[config.mk]
export PLATFORM = sky130hd
export DESIGN_NAME = freq_meter
export DESIGN_NICKNAME = d
export VERILOG_FILES = /design/src/rtl/freq_meter_pkg.sv /design/src/rtl/sync_edge_detect.sv /design/src/rtl/freq_meter.sv
export SDC_FILE = /design/constraint.sdc
export NUM_CORES = 1
export LEC_CHECK = 0
export ABC_CLOCK_PERIOD_IN_PS = 4600
export CAP_MARGIN = 10
export CORE_MARGIN = 10
export CORE_UTILIZATION = 55
export DETAILED_ROUTE_END_ITERATION = 6
export PLACE_DENSITY = 0.77
export SYNTH_ARGS = -nofsm -noshare
export SYNTH_HDL_FRONTEND = slang
export SYNTH_HIERARCHICAL = 1
export SYNTH_SLANG_ARGS = --single-unit
[constraint.sdc]
create_clock -name clk -period 4.6 [get_ports clk]
set_input_delay 0.69 -clock clk [delete_from_list [all_inputs] [get_ports clk]]
set_output_delay 0.69 -clock clk [all_outputs]
set_load 0.02 [all_outputs]
[src/rtl/freq_meter_pkg.sv]
// Shared types and helpers for the frequency meter.
//   state_t     : measurement FSM states (IDLE, GATE, DONE)
//   gate_cnt_w  : width of the gate-window counter for a given window length
package freq_meter_pkg;

    typedef enum logic [1:0] {
        IDLE = 2'd0,
        GATE = 2'd1,
        DONE = 2'd2
    } state_t;

    // Gate counter only has to reach GATE_CYCLES-1, so $clog2 is enough.
    // Clamped to 1 bit so a 2-cycle window still gets a real counter.
    function automatic int gate_cnt_w(input int gate_cycles);
        return (gate_cycles > 2) ? $clog2(gate_cycles) : 1;
    endfunction

    localparam int DEFAULT_GATE_CYCLES = 50000000;
    localparam int DEFAULT_GATE_W      = gate_cnt_w(DEFAULT_GATE_CYCLES);

endpackage

[src/rtl/sync_edge_detect.sv]
// Synchroniser plus rising-edge detector for one asynchronous input.
//   clk, reset_n : clock, async active-low reset
//   async_in     : asynchronous input
//   level_sync   : synchronised level (last synchroniser stage)
//   rise_pulse   : registered one-cycle pulse per synchronised rising edge
module sync_edge_detect #(
    parameter int SYNC_STAGES = 2
) (
    input  logic clk,
    input  logic reset_n,
    input  logic async_in,
    output logic level_sync,
    output logic rise_pulse
);

    logic [SYNC_STAGES-1:0] sync_q;
    logic                   prev_q;

    always_ff @(posedge clk or negedge reset_n) begin
        if (!reset_n) begin
            sync_q     <= '0;
            prev_q     <= 1'b0;
            rise_pulse <= 1'b0;
        end else begin
            sync_q     <= {sync_q[SYNC_STAGES-2:0], async_in};
            prev_q     <= sync_q[SYNC_STAGES-1];
            rise_pulse <= sync_q[SYNC_STAGES-1] & ~prev_q;
        end
    end

    assign level_sync = sync_q[SYNC_STAGES-1];

endmodule

[src/rtl/freq_meter.sv]
// Gated edge-counting frequency meter: f_sig = freq_count * f_clk / GATE_CYCLES.
//   clk, reset_n : clock, async active-low reset
//   sig_in       : asynchronous signal being measured
//   start        : one-cycle request for a single window (honoured in IDLE only)
//   continuous   : while high, windows run back-to-back (period GATE_CYCLES+1)
//   busy         : high during GATE and DONE
//   edge_tick    : one pulse per synchronised rising edge of sig_in
//   freq_count   : edge count of the last completed window
//   count_valid  : one-cycle pulse, coincident with freq_count/overflow updating
//   overflow     : the reported window saturated its edge counter
module freq_meter
    import freq_meter_pkg::*;
#(
    parameter int GATE_CYCLES = 50000000,
    parameter int CNT_W       = 32,
    parameter int SYNC_STAGES = 2
) (
    input  logic             clk,
    input  logic             reset_n,
    input  logic             sig_in,
    input  logic             start,
    input  logic             continuous,
    output logic             busy,
    output logic             edge_tick,
    output logic [CNT_W-1:0] freq_count,
    output logic             count_valid,
    output logic             overflow
);

    localparam int             GW        = gate_cnt_w(GATE_CYCLES);
    localparam logic [GW-1:0]  GATE_LAST = GW'(GATE_CYCLES - 1);

    state_t           state, state_nxt;
    logic [GW-1:0]    gate_cnt;
    logic [CNT_W-1:0] edge_cnt;
    logic             ovf;

    // Only the edge pulse is needed here; the level output serves other users.
    sync_edge_detect #(
        .SYNC_STAGES (SYNC_STAGES)
    ) u_sync (
        .clk        (clk),
        .reset_n    (reset_n),
        .async_in   (sig_in),
        .level_sync (),
        .rise_pulse (edge_tick)
    );

    always_ff @(posedge clk or negedge reset_n) begin
        if (!reset_n) state <= IDLE;
        else          state <= state_nxt;
    end

    always_comb begin
        state_nxt = state;
        case (state)
            IDLE:    if (start || continuous) state_nxt = GATE;
            GATE:    if (gate_cnt == GATE_LAST) state_nxt = DONE;
            DONE:    state_nxt = continuous ? GATE : IDLE;
            default: state_nxt = IDLE;
        endcase
    end

    assign busy = (state == GATE) || (state == DONE);

    // freq_count, overflow and count_valid are all loaded on the clock that
    // ends DONE, so the valid pulse lines up with the new result.
    always_ff @(posedge clk or negedge reset_n) begin
        if (!reset_n) begin
            gate_cnt    <= '0;
            edge_cnt    <= '0;
            ovf         <= 1'b0;
            freq_count  <= '0;
            overflow    <= 1'b0;
            count_valid <= 1'b0;
        end else begin
            count_valid <= 1'b0;
            case (state)
                GATE: begin
                    gate_cnt <= gate_cnt + 1'b1;
                    // The last gate cycle's edge still lands in edge_cnt
                    // before DONE reads it.
                    if (edge_tick) begin
                        if (&edge_cnt) ovf      <= 1'b1;
                        else           edge_cnt <= edge_cnt + 1'b1;
                    end
                end
                DONE: begin
                    freq_count  <= edge_cnt;
                    overflow    <= ovf;
                    count_valid <= 1'b1;
                    gate_cnt    <= '0;
                    edge_cnt    <= '0;
                    ovf         <= 1'b0;
                end
                default: begin
                    gate_cnt <= '0;
                    edge_cnt <= '0;
                    ovf      <= 1'b0;
                end
            endcase
        end
    end

endmodule

# --- After elaboration in Yosys (flattened, before gate mapping) ---
# Index checks and enable logic that the tools add are counted.
# W data, S select, Z words.
totals:
  register_bits: 99
  input_bits: 5
  word_cells: 41
  out_inout_bits: 36
op_classes:
  n_reduce_logical: 7
  n_bitwise: 2
  mux: 12
  eq_ne: 8
  n_addsub: 2
op_table:
  columns: ["op", "n"]
  rows:
  - ["$mux W32", 3]
  - ["$add A32 B1 Y32 const B", 1]
  - ["$reduce_and A32 Y1", 1]
  - ["$add A26 B1 Y26 const B", 1]
  - ["$eq A26 B26 Y1 const B", 1]
  - ["$mux W26", 1]
  - ["$ne A2 B2 Y1 const B", 3]
  - ["$pmux W2 S3", 1]
  - ["$reduce_and A2 Y1", 3]
  - ["$mux W1", 5]
  - ["$mux W2", 2]
  - ["$ne A2 B1 Y1 const B", 2]
  - ["$eq A2 B1 Y1 const B", 1]
  - ["$eq A2 B2 Y1 const B", 1]
  - ["$logic_not A2 Y1", 1]
  - ["$logic_or A1 B1 Y1", 2]
  - ["$and A1 B1 Y1", 1]
  - ["$not A1 Y1", 1]

# --- Longest topological paths before layout ---
depth:
  depth_word: 4
  depth_mapped: 8
  ltp_nobuf: 7

# --- Cells and area by module ---
# The synthesis kept the hierarchy.
by_module_without_submodules:
  columns: ["module", "area_each_um2", "instances", "cells_per_inst"]
  rows:
  - ["freq_meter", 4529.3, 1, 419]
  - ["sync_edge_detect", 113.9, 1, 5]

# --- Worst setup path after synthesis ---
# No wires, ideal clock.
synth_path:
  kind: "flip-flop to flip-flop"
  from: "reg u_sync.rise_pulse"
  to: "reg edge_cnt[23]"
  t_arrival_ps: 1879
  path_stages_with_launch: 7
  period_less_slack_ps: 1957
  path_buffers: 2
  setup_ps: 78
  path_slack_ps: 2643
  path_cell_list: "dfrtp_1 > clkbuf_1 > nand4_1 > a2111o_1 > clkbuf_1 > or3_1 > a21oi_1"
synth_via:
  elab_chain_cells: 2
synth_rtl:
  columns: ["item", "line", "rtl"]
  rows:
  - ["start, declared", "sync_edge_detect.sv:13", "output logic rise_pulse"]
  - ["start signal, assigned", "sync_edge_detect.sv:27", "rise_pulse <= sync_q[SYNC_STAGES-1] & ~prev_q;"]
  - ["$ne A2 B1 Y1 (no line)", null, null]
  - ["$reduce_and A2 Y1 (no line)", null, null]
  - ["end signal, assigned", "freq_meter.sv:85", "else edge_cnt <= edge_cnt + 1'b1;"]
  - ["end, declared", "freq_meter.sv:35", "logic [CNT_W-1:0] edge_cnt;"]
# Every way passes these cells.
# A chain may end at the register's enable or synchronous reset.

# --- Final worst setup path ---
layout_path:
  from: "reg state[1]"
  to: "out busy"
layout_via:
  elab_chain_cells: 2
  elab_cells_between_ends: 3
  classes_between: "eq/ne (2); reduce/logical (1)"
layout_rtl:
  columns: ["item", "line", "rtl"]
  rows:
  - ["start, declared", "freq_meter.sv:33", "state_t state, state_nxt;"]
  - ["start signal, assigned", "freq_meter.sv:51", "else state <= state_nxt;"]
  - ["$eq A2 B1 Y1 / $eq A2 B2 Y1 (equally long branches)", "freq_meter.sv:64", "assign busy = (state == GATE) || (state == DONE);"]
  - ["$logic_or A1 B1 Y1 *", "freq_meter.sv:64", null]
  - ["end, declared", "freq_meter.sv:23", "output logic busy,"]
# Mark *: on every way between the ends. The rest lies on a longest branch, timed or not.

==> flow_metrics.tcl <==
set metrics [dict create \
    irDropWorstVdd_mv 0.185 \
    rrSetupSlack_ns 2.39 \
    synthMuxAreaShare_pct 8.65 \
    die_h_um 112 \
    p_leak_nw 2.29 \
    syn_area_um2 4640 \
    slew_viol_final 0 \
    syn_nets 436 \
    arrival_ns 1.73 \
    crit_path_cell_trace "inv_1, ha_1, clkdlybuf4s50_1" \
    synth-async-reset-ratio_pct 100 \
    crit_slowest_cell "clkdlybuf4s50_1" \
    start_util_pct 56.5 \
    avgRoutedWirePerCell_um 16.0 \
    cts_sinks 99 \
    worst_r2r_endpoint "edge_cnt[30]" \
    rr_worst_depth 5 \
    synth_ff_type "dfrtp_1" \
    finalWorstSetupSlack_ns 2.18 \
    route.top_layer_used "met4" \
    synthDominantCellAreaShare_pct 53.4 \
    startpoint "state[1]" \
    cp.required_ns 3.91 \
    syn_inst 424 \
    power_density_nw_per_um2 313 \
    r2r_start "edge_cnt[2]" \
    rsz0062_at_grt "false" \
    wl_met3_um 446 \
    portBuffers 40 \
    hpwlAfterDp_mm 6.37 \
    grt_max_degree 74 \
    clk_pin_slew_ns 0.10 \
    grtUsageTotal_pct 14.6 \
    hold_class "flip-flop to flip-flop" \
    worst_setup_path_start_kind "flip-flop" \
    htree_levels 3 \
    grt_pass1_wl_mm 15.6 \
    post-route-period-util_pct 52.6 \
    worstMarginPinSlew_ns 0.905 \
    final.setup_skew_ns 0.0129 \
    place_congestion 0.862 \
    io_pins 41 \
    power_mw 1.66 \
    hold_viol 0 \
    cp_max_fo 4 \
    first_iter_violations 113 \
    cts_buffers 9 \
    fin_tns_setup_ns 0 \
    grt_pass1_vias 3185 \
    worstSetupEndpointType "output pin" \
    remaining_drc_errors 0 \
    gr-total-overflow 0 \
    clockBufferDepth 2 \
    fmax_mhz 413 \
    relSlewSlack_pct 39.7 \
    syn_area_per_cell_um2 11.0 \
    fin_nets 470 \
    synth_xor_area_share_pct 6.22 \
    ys_seq_area_share_pct 53.4 \
    met1_length_mm 4.22 \
    status "finished clean" \
    fp.coreArea_um2 8220 \
    synth_area_leaders "dfrtp_1, mux2_2, xor2_1" \
    synth_compound_area_share_pct 6.66 \
    setup_violations 0 \
    drv_cap 0 \
    path_class "flip-flop to output pin" \
    slowest_delay_ns 0.60 \
    antenna_left 0 \
    dp_slack_ns 2.43 \
    antenna_found_initial 0 \
    yosysWarnings 6 \
    post_cts_buffers 0 \
    synth-edff-count 0 \
    syn2layout_area_growth_pct 14.2 \
    diodes 0 \
    cts_hold_buffers 0 \
    num_vias 3193 \
    viasPerCell 5.62 \
    synth_top_family_by_area "simple AND/OR/NAND/NOR gates" \
    fp.dieArea_um2 12500 \
    drt_pass1_iterations 4 \
    drive_gt1_share_pct 12.5 \
    die_x_um 112 \
    netlist-cell-type-count 47 \
    synthAdderAreaFrac_pct 1.89 \
    dr_wl_met2_mm 4.30 \
    period_needed_ns 2.42 \
    fin_util_pct 64.5 \
    hp-start "u_sync/sync_q[0]" \
    insertion_delay_ns 0.36 \
    rows 33 \
    yosys.area_share.simple_pct 20.6 \
    ys_ff_latch 99 \
    endpoint "busy" \
    fin_hold_ws_ns 0.358 \
    cts_root_buf "clkbuf_8" \
    cts_tree "yes" \
    cts.repair.resized 0 \
    synth_area_leader_cell "dfrtp_1" \
    wirelength_mm 9.06 \
]
-- worst min path at each step --
stage          cells after the start  slack [ns]                to
6_report                           0        0.36  u_sync/sync_q[1]
3_5_place_dp                       0        0.34  u_sync/sync_q[1]
4_1_cts                            0        0.36  u_sync/sync_q[1]
5_1_grt                            0        0.38  u_sync/sync_q[1]
2_1_floorplan                      0        0.33  u_sync/sync_q[1]
3_3_place_gp                       0        0.33  u_sync/sync_q[1]
-- cell families after synthesis --
group,after synthesis
fa+ha+maj,7
flops,99
compound gates,51
xor+xnor,33
buf+inv,28
simple gates,170
mux,36
-- Yosys cell counts, types with 7 or more instances --
library cell  number
a21oi_1           20
and2_1             7
and3_1            10
clkbuf_1          16
dfrtp_1           99
ha_1               7
mux2_2            33
nand2_1           26
nand3_1           16
nand4_1           21
nor2_1            41
o21ai_0           11
o31ai_1            8
or3_1             11
or4_1              7
xnor2_1           11
xor2_1            22
-- cell usage in the layout, fill, tap and decap left out, types with 3 or more instances in the layout --
cell,instances
clkbuf_8,9
nor4_1,5
o31ai_1,8
inv_1,6
or3_1,11
clkinv_4,3
nand4_1,21
ha_1,7
or4_1,7
nor2_1,41
mux2_2,33
nand2_1,26
buf_4,5
and4_1,6
nand3b_1,3
and3_1,10
clkdlybuf4s50_1,39
nand2b_1,4
o21ai_0,11
nand3_1,16
and2_1,7
dfrtp_1,99
mux2i_1,3
a21oi_1,20
xor2_1,22
xnor2_1,11
-- metrics by stage --
step / area (um^2) / std cells
floorplan: 4640 / 424
global placement: 5110 / 552
finish: 5300 / 568
global route: 5300 / 568
detailed placement: 5110 / 552
CTS: 5300 / 568
-- power breakdown --
group / internal [mW] / switching [mW]
clock: 0.253 / 0.299
combinational: 0.0514 / 0.145
sequential: 0.889 / 0.0232
-- state kept, by name, summed over array words and instances, names as in the netlist --
signal	count
state	2
freq_count	32
ovf	1
u_sync/sync_q	2
u_sync/rise_pulse	1
count_valid	1
overflow	1
edge_cnt	32
gate_cnt	26
u_sync/prev_q	1
-- worst max-delay path: cells and delay by family, from the launching register on --
family / cells / cell delay [ns]
adders and majority gates: 1 / 0.27
buffers and inverters: 2 / 0.69
DFF: 1 / 0.41
-- cell type report --
class | count | area (um^2)
multi-input combinational | 297 | 2040
clock inverter | 6 | 66.3
fill | 655 | 2920
tap | 105 | 131
sequential | 99 | 2480
timing repair buffer | 44 | 428
inverter | 7 | 26.3
clock buffer | 10 | 128
-- metal layers --
layer	vias up	global-route usage (%)
met5	-	0
met4	0	4.28
met3	11	3.81
met2	50	23.8
met1	1548	18.6
li1	1584	-
No activity file was read; power rests on OpenSTA's default activity.
==> edit 1: new RTL, config.mk and constraints unchanged <==
Make the reset (`reset_n`) synchronous in 3 clocked blocks. Comments in the files are not updated.
--- a/src/rtl/sync_edge_detect.sv
+++ b/src/rtl/sync_edge_detect.sv
@@ -16,7 +16,7 @@
     logic [SYNC_STAGES-1:0] sync_q;
     logic                   prev_q;
 
-    always_ff @(posedge clk or negedge reset_n) begin
+    always_ff @(posedge clk) begin
         if (!reset_n) begin
             sync_q     <= '0;
             prev_q     <= 1'b0;
--- a/src/rtl/freq_meter.sv
+++ b/src/rtl/freq_meter.sv
@@ -46,7 +46,7 @@
         .rise_pulse (edge_tick)
     );
 
-    always_ff @(posedge clk or negedge reset_n) begin
+    always_ff @(posedge clk) begin
         if (!reset_n) state <= IDLE;
         else          state <= state_nxt;
     end
@@ -65,7 +65,7 @@
 
     // freq_count, overflow and count_valid are all loaded on the clock that
     // ends DONE, so the valid pulse lines up with the new result.
-    always_ff @(posedge clk or negedge reset_n) begin
+    always_ff @(posedge clk) begin
         if (!reset_n) begin
             gate_cnt    <= '0;
             edge_cnt    <= '0;
Behaviour: differs if reset_n is asserted again (counterexample within 4 cycles, from zero or initial values and one cycle with reset_n low); with reset_n held inactive, the same outputs for 10 cycles.
==> edit 1 against the unedited design <==
Synthesized area shrank 3.8%; cell area shrank 2.9%; critical path depth grew 2; power grew 3.9%; sequential cell count is the same; register-to-register slack lost 0.15 ns; worst setup slack lost 0.19 ns; wire length grew 4.5%; via count grew 12%; worst hold slack gained 0.097 ns; critical endpoint is now edge_cnt[9]$_SDFFE_PN0P_; largest cell class is now multi-input gates.
==> edit 1: results (changes against the unedited design) <==
synth_nets: 495  # +14%
ys_async_sr_fraction_pct: 0  # -100 points
drt-total-wl_microns: 9472  # +4.5%
nets: 527  # +12%
seq_area_frac_synth_pct: 44.36  # -9.0 points
drtIter0Drc: 190  # +68%
hold_path.startpoint: "gate_cnt[0]$_SDFF_PN0_"
multi_input_cells: 358  # +21%
fin_area_sq_mm: 0.005149  # -2.9%
seq_area_sq_mm: 0.001982  # -20%
yosys.cell_types.count: 45  # -4.3%
critical_path.startpoint: "reset_n"
synthMuxAreaShare_pct: 8.513  # -0.14 points
cp_top_family: "simple AND/OR/NAND/NOR gates"
path_clk_slew_ns: 0.08  # -0.02 ns
critPathSlowestCell: "or4_1"
synth_compound_gate_area_share_pct: 7.085  # +0.43 points
dp_slack_ns: 1.621  # -0.8133 ns
synthAdderAreaFrac_pct: 1.960  # +0.074 points
gp_congestion: 0.8893  # +3.2%
nClkBuffers: 12  # +2
synthCells: 483  # +14%
nonClkBufAreaFrac_pct: 8.068  # about the same
grt_pass1_wl_microns: 16040  # +3.1%
hold_class: "reg2reg"
grt_max_degree: 46  # -38%
grt_pass1_vias: 3385  # +6.3%
num_vias: 3568  # +12%
drt_pass1_iterations: 5  # +1
multi_input_area_share_pct: 46.34  # +7.8 points
path_max_fanout: 45  # +41
critPathMaxStageDelay_ns: 0.70  # +0.10 ns
crit-reg2reg-launch: "edge_cnt[14]$_SDFFE_PN0P_"
outcome: "complete, no violations"
n_all_buffers: 42  # -4.5%
yosys-top-cells-count: "dfxtp_1, nor2_1, mux2i_1"
clk_path_buf_depth: 2  # unchanged
layout-drive-gt1-share_pct: 6.346  # -6.2 points
inv_count: 5  # -2
fin_skew_ns: 0.01095  # -0.001945 ns
synthTopCellsByArea: "dfxtp_1, mux2i_1, nor2b_1, nor2_1, xor2_1"
dp_cells: 606  # +9.8%
peakVddDrop_mv: 0.2307  # +25%
vias_per_cell: 5.736  # +2.0%
clk_share_pct: 4.253  # +0.59 points
cp_data_arrival_time_ns: 2.90  # +1.17 ns
worst_pin_slew_ns: 1.043  # +0.1382 ns
synth-xor-area-share_pct: 6.077  # -0.15 points
[edit 1: cell count changes in the layout (fill, tap and decap cells not counted), sizes merged, moves of 5 or more]
cell,change
and4,+5
and3,+7
mux2i,+35
dfxtp,+99
nand3,+8
xor2,-6
dfrtp,-99
nor2b,+33
mux2,-33
nor3,+9
[edit 1: final timing paths]
path | to | slack (ns)
worst max-delay path | edge_cnt[9]$_SDFFE_PN0P_ | 1.99
worst max register to register | edge_cnt[23]$_SDFFE_PN0P_ | 2.24
worst min register to register | gate_cnt[0]$_SDFF_PN0_ | 0.45
worst min-delay path | gate_cnt[0]$_SDFF_PN0_ | 0.45
[edit 1: power by group]
group          total [mW]  switching, mW  internal [mW]
sequential          0.882         0.0126          0.869
combinational       0.232          0.140         0.0917
clock               0.612          0.290          0.322
[edit 1: layer usage]
metal  GRT usage (%)  wire length, microns  up-vias
li1                -                     -     1777
met5               0                     0        -
met4           4.954                    65        0
met3           5.688                   639        5
met2           25.83                  4390       92
met1           20.03                  4376     1694
==> edit 2: new RTL, same settings <==
Without the edit above. Change the parameter `CNT_W` from 32 to 48.
--- a/src/rtl/freq_meter.sv
+++ b/src/rtl/freq_meter.sv
@@ -12,7 +12,7 @@
     import freq_meter_pkg::*;
 #(
     parameter int GATE_CYCLES = 50000000,
-    parameter int CNT_W       = 32,
+    parameter int CNT_W       = 48,
     parameter int SYNC_STAGES = 2
 ) (
     input  logic             clk,
Ports: changed (resized freq_count); port bits go from 41 to 57. The function was not compared with the original's and may differ.
==> edit 2 against the unedited design <==
Wire length increased by 54%; via count increased by 50%; sequential cell count increased by 32; power increased by 68%; register-to-register slack got worse by 0.16 ns; clock skew decreased by 0.0027 ns; cell area increased by 42%; worst setup slack got worse by 0.49 ns; synthesized area increased by 37%; critical path type unchanged; largest power group is now the clock network.
==> edit 2: results (changes against the unedited design) <==
clk_path_buf_depth: 2  # unchanged
peakVddDrop_mv: 0.2469  # +34%
critical_path.startpoint: "u_sync/rise_pulse$_DFF_PN0_"
path_clk_slew_ns: 0.05  # -0.05 ns
grt_usage_pct: 17.90  # +3.3 points
cts-htree-levels: 4  # +1
crit-reg2reg-launch: "edge_cnt[0]$_DFFE_PN0P_"
critPathMaxStageDelay_ns: 1.02  # +0.42 ns
outcome: "complete, no violations"
fillers: 868  # +33%
whs_ns: 0.3492  # -0.008506 ns
wl_per_cell_microns: 17.77  # +11%
r2r_setup_slack_ns: 2.23  # -0.16 ns
layout-drive-gt1-share_pct: 15.55  # +3.0 points
worstReg2RegEnd: "edge_cnt[23]$_DFFE_PN0P_"
nets: 641  # +36%
grtUsageMet2_pct: 28.20  # +4.4 points
hold_path.startpoint: "u_sync/sync_q[0]$_DFF_PN0_"
yosys.cell_types.count: 48  # +2.1%
gp_congestion: 0.8273  # -4.0%
io_buffers: 56  # +40%
yosys-top-cells-count: "dfrtp_1, mux2_2, nand2_1"
postPlaceCellArea_sq_mm: 0.006969  # +36%
critPathSlowestCell: "dfrtp_1"
hpwlAfterDp_microns: 9166  # +44%
n_antenna_cell: 0  # unchanged
wl_met2_microns: 6898  # +61%
seq_area_frac_synth_pct: 51.54  # -1.8 points
use_met1_pct: 22.54  # +3.9 points
ys_async_sr_fraction_pct: 100.0  # unchanged
drtIter0Drc: 367  # +220%
cp_data_arrival_time_ns: 2.22  # +0.49 ns
drt-met1-wl_microns: 6003  # +42%
cts_made_buffers: 17  # +8
cp_top_family: "flip-flops"
fin_skew_ns: 0.01015  # -0.002749 ns
synth_nets: 592  # +36%
num_vias: 4798  # +50%
insertion_delay_ns: 0.42  # +0.06 ns
leakagePower_nw: 3.191  # +39%
cp-endpoint: "edge_tick"
postCtsHoldBufs: 0  # unchanged
maxCapViolCount: 0  # unchanged
dr_wl_met3_microns: 828  # +86%
top_layer_used: "met4"
use_met3_pct: 4.963  # +1.2 points
clockRootBuffer: "clkbuf_16"
slew_headroom_pct: 30.90  # -8.8 points
path_max_fanout: 29  # +25
drt_pass1_iterations: 5  # +1
reg.largest.list: "edge_cnt x48, freq_count x48, gate_cnt x26"
min_path_cells: 0  # unchanged
grt_max_degree: 73  # -1.4%
synthTopCellsByArea: "dfrtp_1, mux2_2, nand2_1, nand4_1, a21oi_1"
grt_pass1_wl_microns: 23820  # +53%
==> edit 2: layout make-up <==
class	count	area (sq um)	area share (%)
Clock buffer	21	460.4	6.107
Clock inverter	11	110.1	1.460
Inverter	8	30.03	0.3983
Multi-Input combinational cell	412	2894	38.38
Sequential cell	131	3278	43.48
Tap cell	143	178.9	2.373
Timing Repair Buffer	60	588.1	7.800
==> edit 2: cell families after synthesis <==
family / synth area share (%)
mux: 11.19
xor+xnor: 2.892
simple gates: 22.92
fa+ha+maj: 1.180
compound gates: 7.279
buf+inv: 2.990
flops: 51.54
==> edit 2: power breakdown <==
part	total (mW)	internal, mW	switching (mW)
Sequential	1.20	1.17	0.0284
Combinational	0.287	0.0724	0.215
Clock	1.30	0.817	0.486
Total	2.79	2.06	0.729
==> edit 2: metrics by stage <==
stage               utilization [%]  worst slack [ns]  cells
global route                  66.31             1.584    786
finish                        66.31             1.685    786
CTS                           66.31             1.672    786
global placement              61.30             2.165    754
detailed placement            61.30             2.128    754
floorplan                         -             2.589    581
